--- src/rtl/serial_mag_comp.sv ---
// serial_mag_comp
//   Bit-serial magnitude comparator for two WIDTH-bit unsigned operands.
//   Operands are captured on an accepted start and scanned MSB-first, one bit
//   per clock. The first bit position where the operands differ decides the
//   relation. That relation is sticky, so lower bits cannot overturn it.
//
//   Build option: define EARLY_TERM_EN to leave SCAN as soon as the relation
//   is decided. Equal operands still scan all WIDTH bits. The G/L values are
//   the same in both builds; only the latency changes.
//
// Ports
//   clk    in   1      clock, rising edge
//   rst    in   1      synchronous reset, active-high
//   start  in   1      request, accepted when start & ready
//   X, Y   in   WIDTH  operands, sampled only on acceptance
//   ready  out  1      able to accept start (IDLE or DONE)
//   busy   out  1      scan in progress
//   done   out  1      one-cycle pulse, G/L valid
//   G      out  1      X > Y (held until the next accepted start)
//   L      out  1      Y > X (held until the next accepted start)

module serial_mag_comp #(
  parameter int WIDTH = 4
) (
  input  logic             clk,
  input  logic             rst,
  input  logic             start,
  input  logic [WIDTH-1:0] X,
  input  logic [WIDTH-1:0] Y,
  output logic             ready,
  output logic             busy,
  output logic             done,
  output logic             G,
  output logic             L
);

  localparam int CW = (WIDTH > 1) ? $clog2(WIDTH) : 1;

  typedef enum logic [1:0] {IDLE, SCAN, DONE} state_e;
  typedef enum logic [1:0] {REL_EQ, REL_GT, REL_LT} rel_e;

  state_e           state_q, state_d;
  rel_e             rel_q,   rel_d;
  logic [CW-1:0]    cnt_q,   cnt_d;
  logic [WIDTH-1:0] xs_q,    xs_d;
  logic [WIDTH-1:0] ys_q,    ys_d;
  logic             g_q,     g_d;
  logic             l_q,     l_d;
  logic             scan_end;

  // Control state is reset. The operand shift registers are data and are
  // always reloaded on acceptance, so they carry no reset.
  always_ff @(posedge clk) begin
    if (rst) begin
      state_q <= IDLE;
      rel_q   <= REL_EQ;
      cnt_q   <= '0;
      g_q     <= 1'b0;
      l_q     <= 1'b0;
    end else begin
      state_q <= state_d;
      rel_q   <= rel_d;
      cnt_q   <= cnt_d;
      g_q     <= g_d;
      l_q     <= l_d;
    end
  end

  always_ff @(posedge clk) begin
    xs_q <= xs_d;
    ys_q <= ys_d;
  end

  always_comb begin
    state_d  = state_q;
    rel_d    = rel_q;
    cnt_d    = cnt_q;
    xs_d     = xs_q;
    ys_d     = ys_q;
    g_d      = g_q;
    l_d      = l_q;
    ready    = 1'b0;
    busy     = 1'b0;
    done     = 1'b0;
    scan_end = 1'b0;

    case (state_q)
      IDLE: begin
        ready = 1'b1;
        if (start) begin
          state_d = SCAN;
          xs_d    = X;
          ys_d    = Y;
          rel_d   = REL_EQ;
          cnt_d   = CW'(WIDTH - 1);
          g_d     = 1'b0;
          l_d     = 1'b0;
        end
      end

      SCAN: begin
        busy = 1'b1;
        // Only the first differing bit (from the MSB down) decides the result.
        if (rel_q == REL_EQ) begin
          if (xs_q[WIDTH-1] && !ys_q[WIDTH-1]) begin
            rel_d = REL_GT;
          end else if (!xs_q[WIDTH-1] && ys_q[WIDTH-1]) begin
            rel_d = REL_LT;
          end
        end
        xs_d  = {xs_q[WIDTH-2:0], 1'b0};
        ys_d  = {ys_q[WIDTH-2:0], 1'b0};
        cnt_d = cnt_q - CW'(1);

        scan_end = (cnt_q == '0);
`ifdef EARLY_TERM_EN
        if (rel_d != REL_EQ) begin
          scan_end = 1'b1;
        end
`endif
        // G/L are registered on the way into DONE so they are valid with done.
        if (scan_end) begin
          state_d = DONE;
          g_d     = (rel_d == REL_GT);
          l_d     = (rel_d == REL_LT);
        end
      end

      DONE: begin
        ready = 1'b1;
        done  = 1'b1;
        if (start) begin
          state_d = SCAN;
          xs_d    = X;
          ys_d    = Y;
          rel_d   = REL_EQ;
          cnt_d   = CW'(WIDTH - 1);
          g_d     = 1'b0;
          l_d     = 1'b0;
        end else begin
          state_d = IDLE;
        end
      end

      default: begin
        state_d = IDLE;
      end
    endcase
  end

  assign G = g_q;
  assign L = l_q;

endmodule

--- config.mk ---
export PLATFORM = sky130hd
export DESIGN_NAME = serial_mag_comp
export DESIGN_NICKNAME = d
export VERILOG_FILES = /design/src/rtl/serial_mag_comp.sv
export SDC_FILE = /design/constraint.sdc
export NUM_CORES = 1
export LEC_CHECK = 0
export ABC_AREA = 1
export BUFFER_PORTS_ARGS = -buffer_cell sky130_fd_sc_hd__buf_2
export CORE_UTILIZATION = 35
export CTS_BUF_LIST = sky130_fd_sc_hd__clkbuf_2
export DETAILED_ROUTE_END_ITERATION = 8
export SETUP_SLACK_MARGIN = 0.05
export SLEW_MARGIN = 20
export SYNTH_ARGS = -nofsm -noshare
export SYNTH_HDL_FRONTEND = slang
export SYNTH_SLANG_ARGS = --single-unit
--- constraint.sdc ---
create_clock -name clk -period 1.7 [get_ports clk]
set_input_delay 0.425 -clock clk [delete_from_list [all_inputs] [get_ports clk]]
set_output_delay 0.425 -clock clk [all_outputs]
set_load 0.05 [all_outputs]
==> run_results.csv, run 1 <==
group,metric,value,unit
status,status,"finished clean",
floorplan,core,1800,um^2
grt,grt_max_degree,11,
floorplan,num_rows,15,
route,post_drt_wl_per_cell,9.76,um
synthesis,synth_compound_area_share,7.49,%
clock_network,cts_root_buf,"clkbuf_2",
setup_path,critical_path_class,"flop to output pin",
sta,tns,0,ns
power_and_ir_drop,ir_worst_vdd,0.000411,V
clock_network,cts.path.max_buffers,2,
place,globalplace.congestion,0.845,
synthesis,synth_fp_nets,96,
sta,skew,0.00491,ns
clock_network,cts_made_buffers,3,
power_and_ir_drop,p_int,553,uW
grt,grt_pass1_vias,511,
layout,final_common_cell,"nand2_1",
clock_network,clkLatencyLatePin,0.29,ns
hold_path,worst_hold_path_type,"input port to flop",
floorplan,die_h,46.8,um
synthesis,synth.area.top_cells,"edfxtp_1, dfxtp_1, nand2_1",
route,first_pass_iters,4,
synthesis,synth_top_area_cell,"edfxtp_1",
floorplan,die_w,46.8,um
synthesis,synth_top_family_by_area,"simple AND/OR/NAND/NOR gates",
synthesis,syn_inst,84,
setup_path,crit_arrival,1.16,ns
synthesis,muxShareOfSynthArea,0,%
floorplan,die_area,2190,um^2
place,place_inst,123,
place,io_buffers,15,
flow_run,drv_cap,0,
sta,rsz0062_at_grt,"false",
route,route.vias.total,559,
grt,grt_util_all_layers,14.0,%
route,drc,0,
layout,antenna_cells,0,
synthesis,netlist.area_leader.share,34.2,%
clock_network,clock_sinks,16,
route,wirelength,1.24,mm
power_and_ir_drop,p_sw_share,29.8,%
power_and_ir_drop,power_switching,235,uW
floorplan,initial_core_util,39.0,%
clock_network,clk_pin_slew,0.15,ns
place,dpl.hpwl,914,um
power_and_ir_drop,p_clk_share,22.0,%
synthesis,yosysSeqAreaShare,57.0,%
layout,final_util,46.4,%
sta,relSlewSlack,74.2,%
power_and_ir_drop,combPwrFrac,19.0,%
clock_network,cts_tree,"yes",
layout,nets,115,
sta,hold_viol,0,
synthesis,ys_ff_latch,16,
synthesis,synth_warnings,0,
route,drt-initial-drc-count,12,
route,ant_nets,0,
sta,fin_crit,1.59,ns
layout,nFillCells,204,
grt,antenna_found_initial,0,
sta,timing.final.crit_share,93.3,%
sta,maxSlewViolCount,0,
synthesis,syn_area_per_cell,8.36,um^2
setup_path,cp-start-kind,"flop",
layout,drive_gt1_share,23.5,%
power_and_ir_drop,p_per_area,942,nW/um^2
sta,fmax,0.630,GHz
grt,grt_pass1_wl,2.06,mm
floorplan,io_pins,16,
sta,worst_pin_slew,0.387,ns
synthesis,synth_xor_area_share,1.25,%
grt,grt_overflow,0,
layout,layout_common_cells,"nand2_1, buf_2, inv_1",
setup_path,path_max_fanout,10,
power_and_ir_drop,power.leakage,0.418,nW
power_and_ir_drop,power_frac_seq,59.0,%
clock_network,cts_max_level,1,
synthesis,synthAdderAreaFrac,1.78,%
layout,area_growth,19.1,%
route,routed_via_density,4.40,
setup_path,cp-end-kind,"output pin",
layout,final_cells,127,
synthesis,netlist_area,702,um^2
sta,setup_viol_count_final,0,
synthesis,synth_cell_types,17,
setup_path,cp.required,1.27,ns
synthesis,synth-simple-area-share,23.7,%
## through the flow
| stage | power [mW] | area [um^2] | setup slack (ns) | hold WS (ns) |
|---|---|---|---|---|
| 2_1_floorplan | 0.577 | 702 | 0.125 | 0.494 |
| 3_3_place_gp | 0.616 | 807 | 0.371 | 0.451 |
| 3_5_place_dp | 0.620 | 807 | 0.331 | 0.457 |
| 4_1_cts | 0.792 | 832 | 0.0599 | 0.364 |
| 5_1_grt | 0.828 | 836 | 0.0380 | 0.365 |
| 6_report | 0.788 | 836 | 0.113 | 0.380 |
## metal layers
metal	share of wire, %	track usage, %
met5	0	0
met4	3.0	12.0
met3	2.3	2.31
met2	47	20.0
met1	48	18.3
## repair_timing
action / in CTS / in global routing
resized for setup: 2 / 3
endpoints found under the setup margin: 1 / 2
hold buffers: 0 / 0
setup buffers: 0 / 0
## power by group through the flow
stage	logic [mW]	registers [mW]	clock network, mW
after floorplan	0.104	0.473	0
after global placement	0.145	0.471	0
after detailed placement	0.147	0.473	0
after CTS	0.151	0.464	0.177
after global routing	0.169	0.470	0.189
final	0.150	0.464	0.173
## cell families (layout without fill, tap and decap cells)
family / count (synthesis) / after routing
buffers and inverters: 16 / 34
AND/OR/NAND/NOR: 40 / 40
AO/OA/AOI/OAI: 10 / 10
XOR/XNOR: 1 / 1
adder cells (fa/ha/maj): 1 / 1
flip-flops: 16 / 16
## cell usage after synthesis
cell type,n
nand2_4,1
a21oi_1,8
nand3_1,3
xor2_1,1
nor2_1,8
buf_2,1
nand3b_1,1
clkbuf_1,1
nand2_1,26
nor3_1,1
edfxtp_1,8
inv_2,1
ha_1,1
o21bai_1,1
dfxtp_1,8
inv_1,13
o21ai_0,1
## critical path: stages, from the launching register on
cell and delay (ns):
dfxtp_2 0.37, buf_4 0.17, nor2_1 0.10, clkbuf_4 0.23
## sequential cells by signal, indices dropped and copies added, names as in the netlist
name and count:
rel_q 2, ys_q 4, L 1, xs_q 4
state_q 2, cnt_q 2, G 1
## cell type report
cell class                 instances  area [um^2]  area share (%)
timing repair buffer              16         91.3            10.9
clock inverter                     1         3.75           0.449
clock buffer                       3         15.0            1.80
sequential                        16          402            48.1
multi-input combinational         52          240            28.7
inverter                          14         52.6            6.29
tap                               25         31.3            3.74
## path summary, 6_finish.rpt
check | start | end | slack (ns) | depth (start not counted)
worst max-delay path | state_q[0] | done | 0.11 | 3
worst max register to register | state_q[0] | rel_q[1] | 0.46 | 6
worst min-delay path | rst | G | 0.38 | 2
worst min register to register | L | L | 0.47 | 2
Power figures use the tool's default switching activity.
==> inputs of run 2 (changes only) <==
--- a/config.mk
+++ b/config.mk
@@ -5,13 +5,11 @@
 export SDC_FILE = /design/constraint.sdc
 export NUM_CORES = 1
 export LEC_CHECK = 0
-export ABC_AREA = 1
 export BUFFER_PORTS_ARGS = -buffer_cell sky130_fd_sc_hd__buf_2
 export CORE_UTILIZATION = 35
 export CTS_BUF_LIST = sky130_fd_sc_hd__clkbuf_2
 export DETAILED_ROUTE_END_ITERATION = 8
 export SETUP_SLACK_MARGIN = 0.05
-export SLEW_MARGIN = 20
 export SYNTH_ARGS = -nofsm -noshare
 export SYNTH_HDL_FRONTEND = slang
 export SYNTH_SLANG_ARGS = --single-unit
==> run 2 against run 1 <==
Compared with the run above: synthesized cell count is 32% lower; count of clock-buffer cells in the layout up 1; hold slack worse by 0.041 ns; via count decreased by 16%; sequential power is essentially flat; critical path type unchanged.
==> run_results.csv, run 2 <==
group,metric,value,unit
layout,regArea,400,um^2
grt,grt_overflow,0,
grt,grt_max_degree,11,
grt,grt_util_met3,2.35,%
layout,final_common_cell,"buf_2",
power_and_ir_drop,combPwrFrac,18.5,%
floorplan,num_rows,15,
synthesis,synth_warnings,0,
layout,nets,88,
floorplan,die_w,46.7,um
power_and_ir_drop,power_frac_seq,59.1,%
clock_network,cts_tree,"yes",
place,globalplace.congestion,0.729,
power_and_ir_drop,p_sw_share,27.2,%
synthesis,async_reset_ff_share,0,%
grt,grt_util_all_layers,13.3,%
floorplan,core,1800,um^2
setup_path,cp-end-kind,"output pin",
synthesis,synth_fp_nets,69,
place,dpl.hpwl,872,um
clock_network,cts_hold_buffers,0,
synthesis,synth_cell_types,22,
flow_run,drv_cap,0,
setup_path,cp_slowest_cell,"dfxtp_1",
place,io_buffers,15,
layout,multi_input_area,264,um^2
setup_path,cp-start-kind,"flop",
sta,fin_crit,1.56,ns
hold_path,worst_hold_path_type,"input port to flop",
route,first_pass_iters,3,
status,status,"finished clean",
clock_network,clk_pin_slew,0.15,ns
sta,skew,0.00137,ns
route,routed_via_density,4.69,
grt,use_met2,18.1,%
synthesis,netlist.area_leader.share,34.3,%
power_and_ir_drop,p_per_area,951,nW/um^2
sta,fmax,0.641,GHz
setup_path,cp_slowest_stage_delay,0.42,ns
route,wirelength,1.17,mm
synthesis,yosysSeqAreaShare,57.2,%
grt,grt_pass1_wl,1.96,mm
power_and_ir_drop,p_int,572,uW
setup_path,crit_family,"flip-flops",
clock_network,cts_max_level,1,
sta,tns,0,ns
grt,antenna_found_initial,0,
synthesis,synth_edf_count,8,
grt,grt_pass1_vias,441,
setup_path,crit_arrival,1.14,ns
clock_network,cts.path.max_buffers,2,
floorplan,die_area,2180,um^2
layout,antenna_cells,0,
sta,hold_viol,0,
synthesis,netlist_area,699,um^2
clock_network,cts_root_buf,"clkbuf_2",
route,post_drt_wl_per_cell,11.7,um
sta,worst_pin_slew,0.433,ns
route,drt-initial-drc-count,9,
synthesis,synth_ff_type,"edfxtp_1",
route,ant_nets,0,
route,drc,0,
clock_network,cts_made_buffers,3,
power_and_ir_drop,p_clk_share,22.4,%
sta,relSlewSlack,71.1,%
synthesis,ys_ff_latch,16,
floorplan,initial_core_util,38.8,%
sta,timing.final.crit_share,91.8,%
synthesis,syn_area_per_cell,12.3,um^2
layout,nFillCells,184,
grt,busiest_layer,"met1",
layout,drive_gt1_share,32.0,%
clock_network,clock_sinks,16,
synthesis,synth_top_area_cell,"edfxtp_1",
grt,grt_use_met1,19.2,%
place,placed_area,805,um^2
sta,maxSlewViolCount,0,
floorplan,io_pins,16,
layout,reg.largest.list,"xs_q x4, ys_q x4",
power_and_ir_drop,power_switching,214,uW
layout,area_growth,18.2,%
setup_path,critical_path_class,"flop to output pin",
power_and_ir_drop,power.leakage,0.338,nW
setup_path,critPathBufInv,1,
setup_path,path_cells,"nor2b_1 -> buf_4",
setup_path,cp.required,1.27,ns
setup_path,path_max_fanout,6,
floorplan,die_h,46.7,um
power_and_ir_drop,ir_worst_vdd,0.000463,V
clock_network,clkLatencyLatePin,0.27,ns
synthesis,synthTopCellsByCount,"dfxtp_1, edfxtp_1, mux2_1",
layout,layout_common_cells,"buf_2, dfxtp_1, edfxtp_1",
route,route.vias.total,469,
layout,design_area,827,um^2
synthesis,syn_inst,57,
sta,rsz0062_at_grt,"false",
synthesis,synth.area.top_cells,"edfxtp_1, dfxtp_1, mux2_1",
sta,setup_viol_count_final,0,
run 2: through the flow:
stage / instances / setup slack (ns) / hold slack [ns] / power (mW) / utilization, %
2_1_floorplan: 57 / 0.0936 / 0.468 / 0.580 / -
3_3_place_gp: 96 / 0.410 / 0.499 / 0.613 / 44.7
3_5_place_dp: 96 / 0.389 / 0.491 / 0.619 / 44.7
4_1_cts: 100 / 0.0668 / 0.333 / 0.790 / 45.8
5_1_grt: 100 / 0.0667 / 0.337 / 0.826 / 45.9
6_report: 100 / 0.139 / 0.339 / 0.786 / 45.9
run 2: cell families after synthesis:
kind of cell | synth area share [%]
adder cells (fa/ha/maj) | 1.79
flip-flops | 57.2
AO/OA/AOI/OAI | 10.2
XOR/XNOR | 1.25
buffers and inverters | 5.54
multiplexers | 11.8
AND/OR/NAND/NOR | 12.2
run 2: power groups by stage:
stage | Clock (mW) | Combinational (mW) | Sequential (mW)
2_1_floorplan | 0 | 0.108 | 0.473
3_3_place_gp | 0 | 0.141 | 0.472
5_1_grt | 0.196 | 0.160 | 0.469
6_report | 0.176 | 0.146 | 0.465
3_5_place_dp | 0 | 0.145 | 0.474
4_1_cts | 0.180 | 0.145 | 0.465
run 2: routing by layer:
layer	up-vias	share of wire (%)
met5	-	0
met4	0	0.86
met3	2	2.5
met2	9	45
met1	214	51
li1	244	-
run 2: what timing repair did:
action	in CTS	in global routing
setup endpoints to repair	0	1
buffers inserted	0	0
resized for setup	0	2
hold endpoints to repair	0	0
run 2: worst register-to-register path, cell delays in order, from the launching register on:
cell and delay [ns]:
dfxtp_1 0.42, nor2b_1 0.21, buf_4 0.18, mux2_4 0.30, a21oi_2 0.12
run 2: worst paths after layout:
| kind | cells past startpoint | slack (ns) | endpoint | from |
|---|---|---|---|---|
| hold / removal | 2 | 0.34 | rel_q[1] | start |
| setup / recovery | 2 | 0.14 | busy | state_q[0] |
| setup reg to reg | 4 | 0.42 | cnt_q[1] | state_q[0] |
| hold reg to reg | 2 | 0.51 | L | L |
run 2: final cells by class:
cell class | count | share of cell area (%)
sequential | 16 | 48.4
multi-input combinational | 33 | 31.9
timing repair buffer | 17 | 11.2
tap | 25 | 3.78
clock buffer | 4 | 2.42
inverter | 5 | 2.27
